## config.mk

```make
export PLATFORM = sky130hd
export DESIGN_NAME = gf_mult_serial
export DESIGN_NICKNAME = d
export VERILOG_FILES = /design/src/rtl/gf_pkg.sv /design/src/rtl/gf_digit_step.sv /design/src/rtl/gf_mult_serial.sv
export SDC_FILE = /design/constraint.sdc
export NUM_CORES = 1
export LEC_CHECK = 0
export CAP_MARGIN = 20
export CORE_UTILIZATION = 42
export DETAILED_ROUTE_END_ITERATION = 6
export PLACE_DENSITY = 0.66
export SKIP_LAST_GASP = 1
export SYNTH_ARGS = -nofsm -noshare
export SYNTH_HDL_FRONTEND = slang
export SYNTH_SLANG_ARGS = --single-unit
```

## constraint.sdc

```tcl
create_clock -name clk -period 3 [get_ports clk]
set_input_delay 0.45 -clock clk [delete_from_list [all_inputs] [get_ports clk]]
set_output_delay 0.45 -clock clk [all_outputs]
set_load 0.03 [all_outputs]
```

## src/rtl/gf_pkg.sv

```systemverilog
// Shared GF(2^M) definitions: default field, FSM state type and digit-serial helpers.
// Helpers work on GF_W-bit vectors; callers pass the live field degree m (m <= GF_W).
package gf_pkg;

  localparam int GF_W = 32;
  localparam int GF_M_DEFAULT = 9;
  localparam logic [GF_W-1:0] GF_POLY_DEFAULT = 32'h0000_0011;
  localparam logic [GF_W-1:0] GF_ONE = 32'h0000_0001;

  typedef enum logic [1:0] {IDLE, RUN, DONE} gf_state_e;

  function automatic logic [GF_W-1:0] gf_mask(input int m);
    logic [GF_W-1:0] r;
    r = '0;
    for (int i = 0; i < GF_W; i++) begin
      r[i] = (i < m);
    end
    return r;
  endfunction

  // Multiply by x^digit, folding x^m back in through poly after every single shift.
  function automatic logic [GF_W-1:0] gf_xtime_d(input logic [GF_W-1:0] acc,
                                                 input int digit,
                                                 input logic [GF_W-1:0] poly,
                                                 input int m);
    logic [GF_W-1:0] r;
    logic msb;
    r = acc;
    for (int i = 0; i < GF_W; i++) begin
      if (i < digit) begin
        msb = |(r & (GF_ONE << (m - 1)));
        r = (r << 1) & gf_mask(m);
        if (msb) r = r ^ (poly & gf_mask(m));
      end
    end
    return r;
  endfunction

  function automatic logic [GF_W-1:0] gf_mul_digit(input logic [GF_W-1:0] a,
                                                   input logic [GF_W-1:0] d,
                                                   input int digit,
                                                   input logic [GF_W-1:0] poly,
                                                   input int m);
    logic [GF_W-1:0] r;
    r = '0;
    for (int j = GF_W - 1; j >= 0; j--) begin
      if (j < digit) begin
        r = gf_xtime_d(r, 1, poly, m);
        if (|((d >> j) & GF_ONE)) r = r ^ a;
      end
    end
    return r;
  endfunction

endpackage

```

## src/rtl/gf_digit_step.sv

```systemverilog
// One digit-serial iteration: acc_next = acc * x^DIGIT mod P  XOR  a * d mod P.
module gf_digit_step
  import gf_pkg::*;
#(
  parameter int M = GF_M_DEFAULT,
  parameter logic [M-1:0] POLY = GF_POLY_DEFAULT[M-1:0],
  parameter int DIGIT = 1
) (
  input  logic [M-1:0]     acc,
  input  logic [M-1:0]     a,
  input  logic [DIGIT-1:0] d,
  output logic [M-1:0]     acc_next
);

  always_comb begin
    acc_next = M'(gf_xtime_d(GF_W'(acc), DIGIT, GF_W'(POLY), M) ^
                  gf_mul_digit(GF_W'(a), GF_W'(d), DIGIT, GF_W'(POLY), M));
  end

endmodule

```

## src/rtl/gf_mult_serial.sv

```systemverilog
// Digit-serial GF(2^M) multiplier with valid/ready handshakes on both sides.
// Define GF_MAC_EN to add operand in_c, giving out_p = A*B XOR C.
module gf_mult_serial
  import gf_pkg::*;
#(
  parameter int M = GF_M_DEFAULT,
  parameter logic [M-1:0] POLY = GF_POLY_DEFAULT[M-1:0],
  parameter int DIGIT = 1
) (
  input  logic         clk,
  input  logic         rst_n,
  input  logic         in_valid,
  output logic         in_ready,
  input  logic [M-1:0] in_a,
  input  logic [M-1:0] in_b,
`ifdef GF_MAC_EN
  input  logic [M-1:0] in_c,
`endif
  output logic         out_valid,
  input  logic         out_ready,
  output logic [M-1:0] out_p,
  output logic         busy
);

  localparam int NCYC = (M + DIGIT - 1) / DIGIT;
  localparam int BW = NCYC * DIGIT;
  localparam int CW = (NCYC > 1) ? $clog2(NCYC) : 1;

  gf_state_e state_q, state_d;
  logic [M-1:0]  a_q, a_d;
  logic [BW-1:0] b_q, b_d;
  logic [M-1:0]  acc_q, acc_d;
  logic [CW-1:0] cnt_q, cnt_d;
  logic [M-1:0]  out_p_q, out_p_d;
  logic [M-1:0]  acc_next;
  logic [M-1:0]  acc_init;
  logic [DIGIT-1:0] digit;

`ifdef GF_MAC_EN
  assign acc_init = in_c;
`else
  assign acc_init = '0;
`endif

  // B is shifted left each step, so the top slice is always the next digit (MSB-first).
  assign digit = b_q[BW-1 -: DIGIT];

  gf_digit_step #(
    .M(M),
    .POLY(POLY),
    .DIGIT(DIGIT)
  ) u_step (
    .acc(acc_q),
    .a(a_q),
    .d(digit),
    .acc_next(acc_next)
  );

  always_comb begin
    state_d   = state_q;
    a_d       = a_q;
    b_d       = b_q;
    acc_d     = acc_q;
    cnt_d     = cnt_q;
    out_p_d   = out_p_q;
    in_ready  = 1'b0;
    out_valid = 1'b0;
    busy      = 1'b0;

    case (state_q)
      IDLE: begin
        in_ready = 1'b1;
      end
      RUN: begin
        busy  = 1'b1;
        acc_d = acc_next;
        b_d   = b_q << DIGIT;
        if (cnt_q == '0) begin
          out_p_d = acc_next;
          state_d = DONE;
        end else begin
          cnt_d = cnt_q - 1'b1;
        end
      end
      DONE: begin
        out_valid = 1'b1;
        in_ready  = out_ready;
        if (out_ready && !in_valid) state_d = IDLE;
      end
      default: state_d = IDLE;
    endcase

    // Accept overrides the DONE->IDLE exit, giving back-to-back retire and capture.
    if (in_valid && in_ready) begin
      a_d     = in_a;
      b_d     = BW'(in_b);
      acc_d   = acc_init;
      cnt_d   = CW'(NCYC - 1);
      state_d = RUN;
    end
  end

  always_ff @(posedge clk or negedge rst_n) begin
    if (!rst_n) begin
      state_q <= IDLE;
      a_q     <= '0;
      b_q     <= '0;
      acc_q   <= '0;
      cnt_q   <= '0;
      out_p_q <= '0;
    end else begin
      state_q <= state_d;
      a_q     <= a_d;
      b_q     <= b_d;
      acc_q   <= acc_d;
      cnt_q   <= cnt_d;
      out_p_q <= out_p_d;
    end
  end

  assign out_p = out_p_q;

endmodule

```

==> results.sh, run 1 <==
export IMPL_syn_area_um2=1899
export IMPL_cts_setup_buffers=0
export IMPL_die_h_um=69.25
export IMPL_hold_path_class="primary input to async pin"
export IMPL_ir_worst_vdd_uv=393.4
export IMPL_syn_to_final_growth_pct=23.78
export IMPL_num_rows=24
export IMPL_ant_nets=0
export IMPL_synth_most_common_cell="dfrtp_1"
export IMPL_clockBufferDepth=2
export IMPL_min_period_over_period_pct=79.69
export IMPL_cts_max_level=2
export IMPL_synth_seq_cells=42
export IMPL_via_per_inst=5.373
export IMPL_yosysTopAreaCell="dfrtp_1"
export IMPL_drt_first_pass_iters=4
export IMPL_grt_pass1_vias=1347
export IMPL_synth_edf_count=0
export IMPL_place_gp_congestion=0.7996
export IMPL_grt_max_degree=43
export IMPL_crit_buf_inv=2
export IMPL_synth_area_top_cells="dfrtp_1, mux2_2, mux2_4"
export IMPL_final_area_um2=2351
export IMPL_dieArea_um2=4795
export IMPL_path_common_cell="clkdlybuf4s50_1"
export IMPL_finalHoldViolCount=0
export IMPL_track_usage_pct=16.99
export IMPL_finalCoreUtilization_pct=53.99
export IMPL_finClkSkew_ns=0.003224
export IMPL_clock_sinks=42
export IMPL_clkSlewWorstSetupHoldPaths_ns=0.07
export IMPL_cp_start_kind="primary input"
export IMPL_slowest_stage="clkdlybuf4s50_1"
export IMPL_wl_per_cell_um=15.09
export IMPL_place_area_um2=2268
export IMPL_routed_wl_mm=3.681
export IMPL_cts_buffers=5
export IMPL_grt_overflow=0
export IMPL_antenna_found_initial=0
export IMPL_drc_errors=0
export IMPL_synth_distinct_cells=34
export IMPL_synth_cells=158
export IMPL_timing_hold_ws_ns=0.2925
export IMPL_avgSynthCellArea_um2=12.02
export IMPL_dpl_hpwl_mm=2.672
export IMPL_grt_pass1_wl_mm=6.410
export IMPL_end_kind="output pin"
export IMPL_synth_fp_nets=182
export IMPL_fp_dieW_um=69.25
export IMPL_clock_latency_ns=0.28
export IMPL_cts_hold_buf=0
export IMPL_dp_cells=238
export IMPL_status="finished clean"
export IMPL_cts_tree="yes"
export IMPL_slowest_delay_ns=0.67
export IMPL_initial_core_util_pct=43.62
export IMPL_synth_common_cells="dfrtp_1, nand2_1, mux2_2, a221o_1, and2_1"
export IMPL_synth_top_cell_area_share_pct=55.34
export IMPL_rsz0062_at_grt="false"
export IMPL_initialDrtViolationCount=45
export IMPL_p_leak_nw=1.019
export IMPL_path_cells="clkdlybuf4s50_1 -> and2b_1 -> nor2_1 -> clkdlybuf4s50_1"
export IMPL_crit_path_max_fanout=4
export IMPL_cts_resized=0
export IMPL_finalNetCount=217
export IMPL_relSlewSlack_pct=39.37
export IMPL_layout_drive_gt1_share_pct=13.54
export IMPL_setup_violations=0
export IMPL_path_class="primary input to output pin"
export IMPL_ios=34
export IMPL_diodes=0
export IMPL_post_route_min_period_ns=2.391
export IMPL_fmax_mhz=418.3
export IMPL_async_reset_ff_share_pct=100.0
export IMPL_critPathArrivalTime_ns=1.94
export IMPL_cp_required_ns=2.55
export IMPL_root_buffer="clkbuf_8"
export IMPL_maxSlewViolCount=0
export IMPL_portBuffers=33
export IMPL_cap_violations=0
export IMPL_finalNonFillerCells=244
export IMPL_ys_flop_type="dfrtp_1"
export IMPL_ys_warn_count=0
export IMPL_setup_tns_ns=0
export IMPL_path_delay_family="buffers and inverters"
export IMPL_worst_pin_slew_ns=0.9095
export IMPL_vias=1311
export IMPL_powerDensity_nw_per_um2=1116
export IMPL_coreArea_um2=4354
export IMPL_seq_area_frac_synth_pct=55.34
-- cells by family (layout without fill, tap and decap cells) --
| family | Yosys count | in the layout | share of synthesized area (%) |
|---|---|---|---|
| AO/OA/AOI/OAI | 32 | 32 | 12.98 |
| XOR/XNOR | 10 | 10 | 4.611 |
| adder cells (fa/ha/maj) | 2 | 2 | 1.317 |
| buffers and inverters | 13 | 47 | 3.294 |
| flip-flops | 42 | 42 | 55.34 |
| multiplexers | 16 | 16 | 10.61 |
| AND/OR/NAND/NOR | 43 | 43 | 11.86 |
-- worst reg2reg max path, delay by kind of cell (launching register included) --
family / cells / cell delay [ns]
and+or+nand+nor: 2 / 0.68
adders and majority gates: 1 / 0.20
DFF: 1 / 0.38
buffers and inverters: 1 / 0.13
muxes: 1 / 0.37
-- per-stage QoR --
stage,worst slack [ns],power (mW)
floorplan,1.377,1.901
global placement,0.6146,2.241
detailed placement,0.6061,2.293
CTS,0.6072,2.648
global route,0.5205,2.818
finish,0.6094,2.625
-- cell type report --
type	instances	area, um2
clock buffers	6	82.58
repair buffers	36	347.8
multi-input cells	103	785.8
fillers	376	2003
flip-flops and latches	42	1051
inverters	5	18.77
well taps	52	65.06
-- cells in the final DEF (no fill, tap or decap) --
cell             instances
buf_4                    3
nand2b_1                 5
a21oi_1                  1
mux2_2                   9
nand2_1                 19
o22ai_1                  5
o211ai_1                 1
or3_1                    1
ha_1                     2
xnor2_1                  6
and2_1                   8
inv_1                    5
clkbuf_8                 6
nor2b_1                  1
nor3b_1                  1
dfrtp_1                 42
mux2i_1                  1
nand4_1                  2
o21ai_0                  6
nor3_1                   1
mux2_4                   6
and2b_1                  1
xor2_1                   4
a221o_1                  8
o31ai_1                  3
or4_1                    1
clkdlybuf4s50_1         32
nand3_1                  1
a211o_1                  1
nor2_1                   1
o311ai_0                 1
buf_2                    1
nor2_4                   1
o2bb2ai_1                6
-- metal layers --
| layer | track usage, % | part of all wire (%) | vias to the layer above |
|---|---|---|---|
| met4 | 8.844 | 1.7 | 0 |
| met2 | 26.75 | 47 | 28 |
| met5 | 0 | 0 | - |
| li1 | - | - | 628 |
| met3 | 3.634 | 3.4 | 5 |
| met1 | 22.04 | 48 | 650 |
-- state kept, by name, indices dropped and copies added, names as in the netlist --
name and flops:
b_q 9, state_q 2, cnt_q 4, a_q 9
acc_q 9, out_p 9
-- where the power goes --
| group | internal [mW] | switching [mW] | total (mW) |
|---|---|---|---|
| Sequential | 0.839 | 0.183 | 1.02 |
| Clock | 0.177 | 0.171 | 0.348 |
| Combinational | 0.604 | 0.651 | 1.25 |
-- worst paths after layout --
check / startpoint / to / slack [ns] / depth (start not counted)
worst max-delay path: out_ready / in_ready / 0.61 / 4
worst min-delay path: rst_n / out_p[4] / 0.29 / 1
worst max register to register: cnt_q[1] / out_p[4] / 1.12 / 5
worst min register to register: cnt_q[0] / cnt_q[0] / 0.51 / 1
max in group asynchronous: rst_n / a_q[8] / 2.14 / 1
min in group clk: cnt_q[0] / cnt_q[0] / 0.51 / 1
(Power assumes the default switching activity.)
==> run 2, diff against run 1 <==
==> constraint.sdc (replaced) <==
create_clock -name clk -period 2.4 [get_ports clk]
set_input_delay 0.36 -clock clk [delete_from_list [all_inputs] [get_ports clk]]
set_output_delay 0.36 -clock clk [all_outputs]
set_load 0.03 [all_outputs]
==> results.sh, run 2 (synthesis gave the netlist of run 1 again) <==
export IMPL_critPathArrivalTime_ns=1.87
export IMPL_grt_pass1_wl_mm=6.582
export IMPL_post_route_min_period_ns=2.233
export IMPL_path_class="primary input to output pin"
export IMPL_finalHoldViolCount=0
export IMPL_clock_latency_ns=0.30
export IMPL_finalNonFillerCells=247
export IMPL_relSlewSlack_pct=38.94
export IMPL_ir_worst_vdd_uv=545.1
export IMPL_syn_to_final_growth_pct=25.43
export IMPL_place_gp_congestion=0.7581
export IMPL_routed_wl_mm=3.752
export IMPL_cts_resized=0
export IMPL_ios=34
export IMPL_worst_pin_slew_ns=0.9159
export IMPL_dp_cells=239
export IMPL_coreArea_um2=4354
export IMPL_maxSlewViolCount=0
export IMPL_finClkSkew_ns=0.009327
export IMPL_clockBufferDepth=2
export IMPL_cts_tree="yes"
export IMPL_drt_first_pass_iters=4
export IMPL_num_rows=24
export IMPL_layout_commonest_cell="dfrtp_1"
export IMPL_vias=1314
export IMPL_fmax_mhz=447.8
export IMPL_setup_violations=0
export IMPL_powerDensity_nw_per_um2=1428
export IMPL_setup_tns_ns=0
export IMPL_grt_overflow=0
export IMPL_cts_setup_buffers=0
export IMPL_final_cell_mix="dfrtp_1, clkdlybuf4s50_1, nand2_1"
export IMPL_diodes=0
export IMPL_ant_nets=0
export IMPL_clock_sinks=42
export IMPL_initialDrtViolationCount=133
export IMPL_cp_required_ns=2.04
export IMPL_track_usage_pct=17.43
export IMPL_cts_hold_buf=0
export IMPL_rsz0062_at_grt="false"
export IMPL_cts_max_level=2
export IMPL_clkSlewWorstSetupHoldPaths_ns=0.08
export IMPL_drc_errors=0
export IMPL_root_buffer="clkbuf_8"
export IMPL_end_kind="output pin"
export IMPL_hold_path_class="primary input to async pin"
export IMPL_finalNetCount=218
export IMPL_grt_max_degree=43
export IMPL_cap_violations=0
export IMPL_p_total_mw=3.401
export IMPL_status="finished clean"
export IMPL_cp_start_kind="primary input"
export IMPL_cts_buffers=5
export IMPL_portBuffers=33
export IMPL_fp_dieW_um=69.25
export IMPL_antenna_found_initial=0
export IMPL_die_h_um=69.25
export IMPL_p_leak_nw=1.040
export IMPL_dpl_hpwl_mm=2.643
export IMPL_layout_drive_gt1_share_pct=15.38
export IMPL_initial_core_util_pct=43.62
export IMPL_min_period_over_period_pct=93.04
export IMPL_dieArea_um2=4795
export IMPL_grt_pass1_vias=1348
export IMPL_crit_path_max_fanout=4
export IMPL_via_per_inst=5.320
export IMPL_wl_per_cell_um=15.19
-- run 2: cell count changes in the layout (fill, tap and decap cells not counted), sizes merged --
| cell | delta |
|---|---|
| buf | +2 |
| clkdlybuf4s50 | -1 |
| bufinv | +1 |
| clkinv | +2 |
| clkbuf | -1 |
-- run 2: final timing paths --
check | cells past startpoint | endpoint | slack, ns | from
setup / recovery | 4 | in_ready | 0.17 | out_ready
hold / removal | 1 | out_p[4] | 0.18 | rst_n
setup reg to reg | 5 | out_p[0] | 0.48 | cnt_q[0]
hold reg to reg | 1 | b_q[5] | 0.51 | b_q[5]
max in group asynchronous | 1 | acc_q[7] | 1.63 | rst_n
min in group clk | 1 | b_q[5] | 0.51 | b_q[5]
-- run 2: final cells by class --
type	count	area (um2)
clock buffers	5	68.82
clock inverters	3	40.04
fillers	366	1972
inverters	5	18.77
multi-input cells	103	785.8
flip-flops and latches	42	1051
well taps	52	65.06
repair buffers	37	352.8
-- run 2: routing by layer --
layer  global-route usage (%)  share of wire, %  vias up  routed length (um)
met5                        0                 0        -                   0
met4                    6.803               1.5        0                  57
met3                    4.797               2.3        6                  87
met2                    26.11                48       19                1815
met1                    24.08                48      653                1791
li1                         -                 -      636                   -
-- run 2: where the power goes --
group	total, mW	internal (mW)	switching, mW
clock network	0.547	0.306	0.241
logic	1.58	0.757	0.820
registers	1.28	1.05	0.229
total	3.40	2.11	1.29
-- run 2: through the flow --
stage	area, um2	hold WS, ns	worst slack [ns]	util [%]
after floorplan	1899	0.06441	0.7765	-
after global placement	2273	0.4855	0.1902	52.21
after detailed placement	2273	0.4936	0.1862	52.21
after CTS	2382	0.2326	0.1705	54.71
after global routing	2382	0.2621	0.1159	54.71
final	2382	0.1819	0.1671	54.71
-- run 2: worst max-delay path, stage by stage --
cell             delay, ns
clkdlybuf4s50_1       0.48
and2b_1               0.24
nor2_1                0.10
clkdlybuf4s50_1       0.68
